<file path="config.mk">
export PLATFORM = sky130hd
export DESIGN_NAME = alu_shift_seq
export DESIGN_NICKNAME = d
export VERILOG_FILES = /design/src/rtl/alu_shift_pkg.sv /design/src/rtl/alu_shift_step.sv /design/src/rtl/alu_shift_seq.sv
export SDC_FILE = /design/constraint.sdc
export NUM_CORES = 1
export LEC_CHECK = 0
export ABC_AREA = 1
export CORE_MARGIN = 2
export CORE_UTILIZATION = 47
export DETAILED_ROUTE_END_ITERATION = 16
export HOLD_SLACK_MARGIN = 0.05
export PLACE_DENSITY_LB_ADDON = 0.25
export SLEW_MARGIN = 20
export SYNTH_ARGS = -nofsm -noshare
export SYNTH_HDL_FRONTEND = slang
export SYNTH_SLANG_ARGS = --single-unit
</file>
<file path="constraint.sdc">
create_clock -name clk -period 1.68 [get_ports clk]
set_input_delay 0.504 -clock clk [delete_from_list [all_inputs] [get_ports clk]]
set_output_delay 0.504 -clock clk [all_outputs]
set_load 0.05 [all_outputs]
</file>
<file path="src/rtl/alu_shift_pkg.sv">
// Shared types for the sequential ALU shifter: shift mode encoding and FSM states.
package alu_shift_pkg;

  typedef enum logic [1:0] {
    SLL = 2'b00,
    SRL = 2'b01,
    SRA = 2'b10,
    ROL = 2'b11
  } shift_mode_t;

  typedef enum logic [1:0] {
    IDLE  = 2'b00,
    SHIFT = 2'b01,
    DONE  = 2'b10
  } shift_state_t;

endpackage

</file>
<file path="src/rtl/alu_shift_step.sv">
// Single-bit step of the working register for one shift mode.
// The rotate path is only built when ALU_SHIFT_ROTATE_EN is defined; otherwise ROL steps as SLL.
module alu_shift_step
  import alu_shift_pkg::*;
#(
  parameter int WIDTH = 4
) (
  input  logic [2*WIDTH-1:0] work_i,
  input  shift_mode_t        mode_i,
  output logic [2*WIDTH-1:0] work_o
);

  always_comb begin
    work_o = work_i;
    unique case (mode_i)
      SLL: work_o = {work_i[2*WIDTH-2:0], 1'b0};
      SRL: work_o = {1'b0, work_i[2*WIDTH-1:1]};
      SRA: work_o = {work_i[2*WIDTH-1], work_i[2*WIDTH-1:1]};
`ifdef ALU_SHIFT_ROTATE_EN
      // rotation is confined to the low half; the high half stays zero
      ROL: work_o = {{WIDTH{1'b0}}, work_i[WIDTH-2:0], work_i[WIDTH-1]};
`else
      ROL: work_o = {work_i[2*WIDTH-2:0], 1'b0};
`endif
      default: work_o = work_i;
    endcase
  end

endmodule

</file>
<file path="src/rtl/alu_shift_seq.sv">
// Multi-mode sequential shifter, one bit per clock, valid/ready on both sides.
// Optional rotate mode enabled by macro ALU_SHIFT_ROTATE_EN.
module alu_shift_seq
  import alu_shift_pkg::*;
#(
  parameter int WIDTH = 4
) (
  input  logic                 clk,
  input  logic                 rst,
  input  logic                 in_valid,
  output logic                 in_ready,
  input  logic [WIDTH-1:0]     A,
  input  logic [WIDTH-1:0]     B,
  input  logic [1:0]           mode,
  output logic                 out_valid,
  input  logic                 out_ready,
  output logic [2*WIDTH-1:0]   Y,
  output logic                 Z
);

  localparam int CW = $clog2(2*WIDTH+1);

  shift_state_t        state_q, state_d;
  shift_mode_t         mode_q, mode_d;
  logic [2*WIDTH-1:0]  work_q, work_d;
  logic [CW-1:0]       cnt_q, cnt_d;

  shift_mode_t         req_mode;
  logic [CW-1:0]       eff_cnt;
  logic [2*WIDTH-1:0]  load_val;
  logic [2*WIDTH-1:0]  step_val;
  logic [31:0]         b_ext;

  alu_shift_step #(.WIDTH(WIDTH)) u_step (
    .work_i (work_q),
    .mode_i (mode_q),
    .work_o (step_val)
  );

  // Request decode: mode, effective count and register load value
  always_comb begin
    b_ext    = 32'(B);
    req_mode = shift_mode_t'(mode);
`ifndef ALU_SHIFT_ROTATE_EN
    if (req_mode == ROL) req_mode = SLL;
`endif
    if (b_ext >= 32'(2*WIDTH)) eff_cnt = CW'(2*WIDTH);
    else                       eff_cnt = CW'(b_ext);
`ifdef ALU_SHIFT_ROTATE_EN
    if (req_mode == ROL) eff_cnt = CW'(b_ext % 32'(WIDTH));
`endif
    if (req_mode == SRA) load_val = {{WIDTH{A[WIDTH-1]}}, A};
    else                 load_val = {{WIDTH{1'b0}}, A};
  end

  always_ff @(posedge clk) begin
    if (rst) begin
      state_q <= IDLE;
      mode_q  <= SLL;
      work_q  <= '0;
      cnt_q   <= '0;
    end else begin
      state_q <= state_d;
      mode_q  <= mode_d;
      work_q  <= work_d;
      cnt_q   <= cnt_d;
    end
  end

  always_comb begin
    state_d = state_q;
    mode_d  = mode_q;
    work_d  = work_q;
    cnt_d   = cnt_q;
    unique case (state_q)
      IDLE: begin
        if (in_valid) begin
          mode_d  = req_mode;
          work_d  = load_val;
          cnt_d   = eff_cnt;
          state_d = (eff_cnt != '0) ? SHIFT : DONE;
        end
      end
      SHIFT: begin
        work_d = step_val;
        cnt_d  = cnt_q - 1'b1;
        if (cnt_q == CW'(1)) state_d = DONE;
      end
      DONE: begin
        if (out_ready) state_d = IDLE;
      end
      default: state_d = IDLE;
    endcase
  end

  always_comb begin
    in_ready  = (state_q == IDLE);
    out_valid = (state_q == DONE);
    Y         = work_q;
    Z         = ~|work_q;
  end

endmodule

</file>
After elaboration in Yosys (flattened, before gate mapping)

Cells that the tools add are included.

$add $sub $neg: 1
$lt $le $gt $ge: 1
Equal/unequal tests: 12
Multiplexer cells: 13
Reduce and logical (&&, ||, !) cells: 11

Operators by type and width:

| operator              | count |
|---|---|
| $pmux W8 S3           | 1 |
| $mux W8               | 2 |
| $pmux W8 S2           | 1 |
| $eq A2 B2 Y1 const B  | 5 |
| $mux W2               | 5 |
| $mux W4               | 2 |
| $pmux W4 S2           | 1 |
| $reduce_or A8 Y1      | 1 |
| $ne A2 B2 Y1 const B  | 3 |
| $pmux W2 S3           | 1 |
| $reduce_and A3 Y1     | 2 |
| $eq A2 B1 Y1 const B  | 2 |
| $eq A4 B1 Y1 const B  | 1 |
| $ge A4 B4 Y1 const B  | 1 |
| $logic_not A2 Y1      | 2 |
| $reduce_and A2 Y1     | 2 |
| $reduce_bool A4 Y1    | 1 |
| $sub A4 B1 Y4 const B | 1 |
| $ne A2 B1 Y1 const B  | 1 |
| $reduce_bool A2 Y1    | 1 |
| $reduce_or A2 Y1      | 1 |
| $logic_not A1 Y1      | 1 |

Bits in registers: 16
Input port bits: 14
Output and inout port bits: 11
Word-level logic and storage cells: 43

Depth between registers and ports, before layout

Word-level depth: 6
Gate-level depth with buffers: 9
Gate-level depth less buffers: 9

Hierarchy

From an unflattened synthesis, not the netlist that was laid out.

Cell total of the unflattened synthesis: 141
Area, all modules: 1031.0 µm²

Modules (own cells, without submodules):

| module         | instances | cells each | area each (µm²) | sequential area each (µm²) |
|---|---|---|---|---|
| alu_shift_seq  | 1         | 114        | 890.9           | 320.3 |
| alu_shift_step | 1         | 27         | 140.1           | 0.0 |

Least setup slack after synthesis

OpenSTA, ideal clock, no wires.

Path kind: flip-flop to output port
Start: register work_q[1] (netlist: Y[1])
End: output Z
Data arrival time: 1.234 ns
Data required time: 1.176 ns
Path slack: -0.058 ns
Stages on the path, launching flop included: 3
Path buffers: 0
Cell sequence: dfxtp_1 nor4_1 and2_1

Cells in the longest elaborated chain, start to end: 2

RTL lines:

| item                     | line                 | source |
|---|---|---|
| start: declaration       | alu_shift_seq.sv:25  | `logic [2*WIDTH-1:0] work_q, work_d;` |
| start signal: assignment | alu_shift_seq.sv:65  | `work_q <= work_d;` |
| $reduce_or A8 Y1         | alu_shift_seq.sv:100 | `Z = ~\|work_q;` |
| $logic_not A1 Y1         | alu_shift_seq.sv:100 |  |
| end: declaration         | alu_shift_seq.sv:18  | `output logic Z` |

No other way between the ends.

Worst setup path after layout

Start: register work_q[0] (netlist: Y[0])
End: output Z

Same word-level chain as after synthesis.

==> summary.txt <==
run status - complete, but fails checks
violated checks - setup timing
wire length of the first global-routing pass - 3.86 mm
number of fill cells in the layout - 155
Worst Hold Slack - 495 ps
first-pass detailed-route iteration total - 4
sequential standard cell area - 329 um^2
total via count in the routed design - 1056
top post-synthesis cells by area - dfxtp_1 (33%), nand2_1 (12%), a21oi_1 (8.7%)
via count of the first global-routing pass - 934
Antenna Diode Count - 0
final period utilization - 103%
CTS tree - done
cell area power density - 1170 nW/um^2
share of synthesized area occupied by flip-flops and latches - 32.9%
setup slack on the worst flop-to-flop path - 260 ps
number of pins with negative max-slew slack in the final report - 0
maximum capacitance violations - 0
crit path from - Y[0]
clock-pin transition on the worst setup and hold timing paths - 100 ps
commonest cells after routing, fill and taps aside - nand2_1 (30), inv_1 (18), a21oi_1 (17), nor2_1 (16), clkdlybuf4s50_1 (13)
number of standard cells in the layout, taps in and fillers out - 205
CTS sink count - 16
ratio of cells with drive above 1 in the final layout - 23.6%
clock insertion delay at the later pin of the skew report - 310 ps
Core Box Area - 1960 um^2
DIE AREA - 2450 um^2
start of the worst register-to-register path - mode_q[0]
average wire per cell in the routed design - 12.2 um
Total Power - 0.00171 W
last weighted congestion value of the routability-driven placer - 0.844
# nets final - 197
layout overhead on the synthesized area - 50.3%
type of destination of the critical path - output port
count of antenna-violating nets left after detailed routing - 0
top-level port count - 25
DPL Wire Length - 1.90 mm
Worst Path Class, Setup - flop to output port
detail-routed via count per cell - 5.15
pre-CTS setup slack - -4.09 ps
Critical R2R Capture - Y[5]
largest fanout on the critical path - 2
CP max-delay cell - dfxtp_4
startpoint type of the worst setup path - flop
Worst Setup Slack, final - -51.5 ps
gr usage total - 20.2%
final hold violations - 0
Req. time, crit path - 1180 ps
Cell Rows - 16
combined area of the multi-input logic cells - 579 um^2
Final Core Density - 74.6%
largest net degree at the start of global routing - 11
headroom to the max-slew limit - 78.5%
top-area cell type share of the netlist area - 32.9%
cell count after synthesis - 146
detailed router's first-iteration violation count - 41
GR Overflow Total - 0
VDD IR-drop max - 0.849 mV
min-delay worst type - flop to flop
transition time at the pin with the least slew margin - 322 ps
destination of the critical timing path - Z
final setup violating endpoints - 1
Initial Utilization - 49.6%
#FFs+latches synth - 16
total wire length after detailed routing - 2.50 mm
DP Cell Count - 200
static power due to leakage - 0.637 nW
residual DRC count - 0
chain of cells forming the critical path - nor4_4 -> and2_4 -> buf_12
Post-CTS Hold Fix Bufs - 0
number of antenna violations at the first check in global routing - 0
Arrival @ worst endpoint - 1230 ps
longest individual stage delay on the worst path - 370 ps
Syn Nets - 164
Vert. Die Dim - 49.5 um
Max Root-Sink Buffers - 2
die width - 49.5 um
synthesized cell area - 973 um^2
clock root buffer - clkbuf_4
peak clock frequency supported by timing - 0.578 GHz
most common cell after layout, fill and taps aside - nand2_1
buffers added on ports - 24
number of buffers added by the clock tree synthesis step - 3
setup repair after global routing missed its margin - true
average size of a mapped cell - 6.67 um^2
Synthesis Warnings - 0
Clock Skews - 6.02 ps
cell type with the largest total area after synthesis - dfxtp_1
time the final worst path needs with I/O delays and setup - 1730 ps
count of distinct cell types in the synthesized netlist - 26
Worst R2R Path Depth - 8
H-tree depth - 1
==> report_power, final <==
group | switching (W) | total (W) | leakage (nW) | internal, W
registers | 0.0000867 | 0.000535 | 0.134 | 0.000448
clock network | 0.000141 | 0.000274 | 0.0210 | 0.000133
logic | 0.000496 | 0.000898 | 0.481 | 0.000402
total | 0.000724 | 0.00171 | 0.637 | 0.000982
==> what timing repair did <==
item / CTS / global route
pin swaps: 0 / 2
setup endpoints to repair: 2 / 2
buffers inserted: 1 / 0
resized for setup: 7 / 5
endpoints found under the hold margin: 0 / 0
==> through the flow <==
stage               TNS (ps)  cell area [um^2]
floorplan                  0               977
global placement           0              1380
detailed placement     -9.89              1380
CTS                    -79.4              1440
global route            -102              1460
finish                 -51.5              1460
==> registers in the layout (all words and copies together) (netlist names) <==
register,flops
state_q,2
cnt_q,4
Y,8
mode_q,2
==> worst max-delay path: cells and delay by family, from the launching register on <==
kind          cells  cell delay (ps)
buf+inv           1              130
flops             1              370
simple gates      2              430
==> cells in the mapped netlist, drive strengths merged <==
cell type	instances
o21a	1
a211oi	1
a31oi	1
and2	1
dfxtp	16
nor4	2
a21oi	18
buf	3
inv	21
nor2	19
o21ai	13
xor2	1
nand3	12
nand2	33
ha	4
==> cell type report <==
| class | count | share of cell area, % |
|---|---|---|
| Tap cell | 27 | 2.31 |
| Inverter | 21 | 5.56 |
| Multi-Input combinational cell | 106 | 39.6 |
| Timing Repair Buffer | 31 | 27.5 |
| Sequential cell | 16 | 22.5 |
| Clock buffer | 4 | 2.48 |
==> cell families after synthesis <==
family / synth area share (%)
DFF: 32.9
xor gates and xnor gates: 0.900
buffers and inverters: 11.4
and+or+nand+nor: 30.7
adders and majority gates: 5.14
AOI/OAI and AO/OA: 18.9
==> per-layer routing <==
metal | wire (um) | global-route usage, %
met3 | 135 | 3.64
met2 | 1270 | 36.0
met4 | 27 | 7.87
met1 | 1070 | 23.9
met5 | 0 | 0
==> worst min-delay path by stage <==
stage	start	cells past startpoint	to	slack [ps]
final	mode_q[1]	2	mode_q[1]	500
after global routing	cnt_q[3]	2	cnt_q[3]	520
after CTS	mode_q[1]	2	mode_q[1]	500
after detailed placement	cnt_q[3]	2	cnt_q[3]	480
after global placement	mode_q[1]	2	mode_q[1]	470
after floorplan	mode_q[1]	2	mode_q[1]	450
Power figures use the tool's default switching activity.
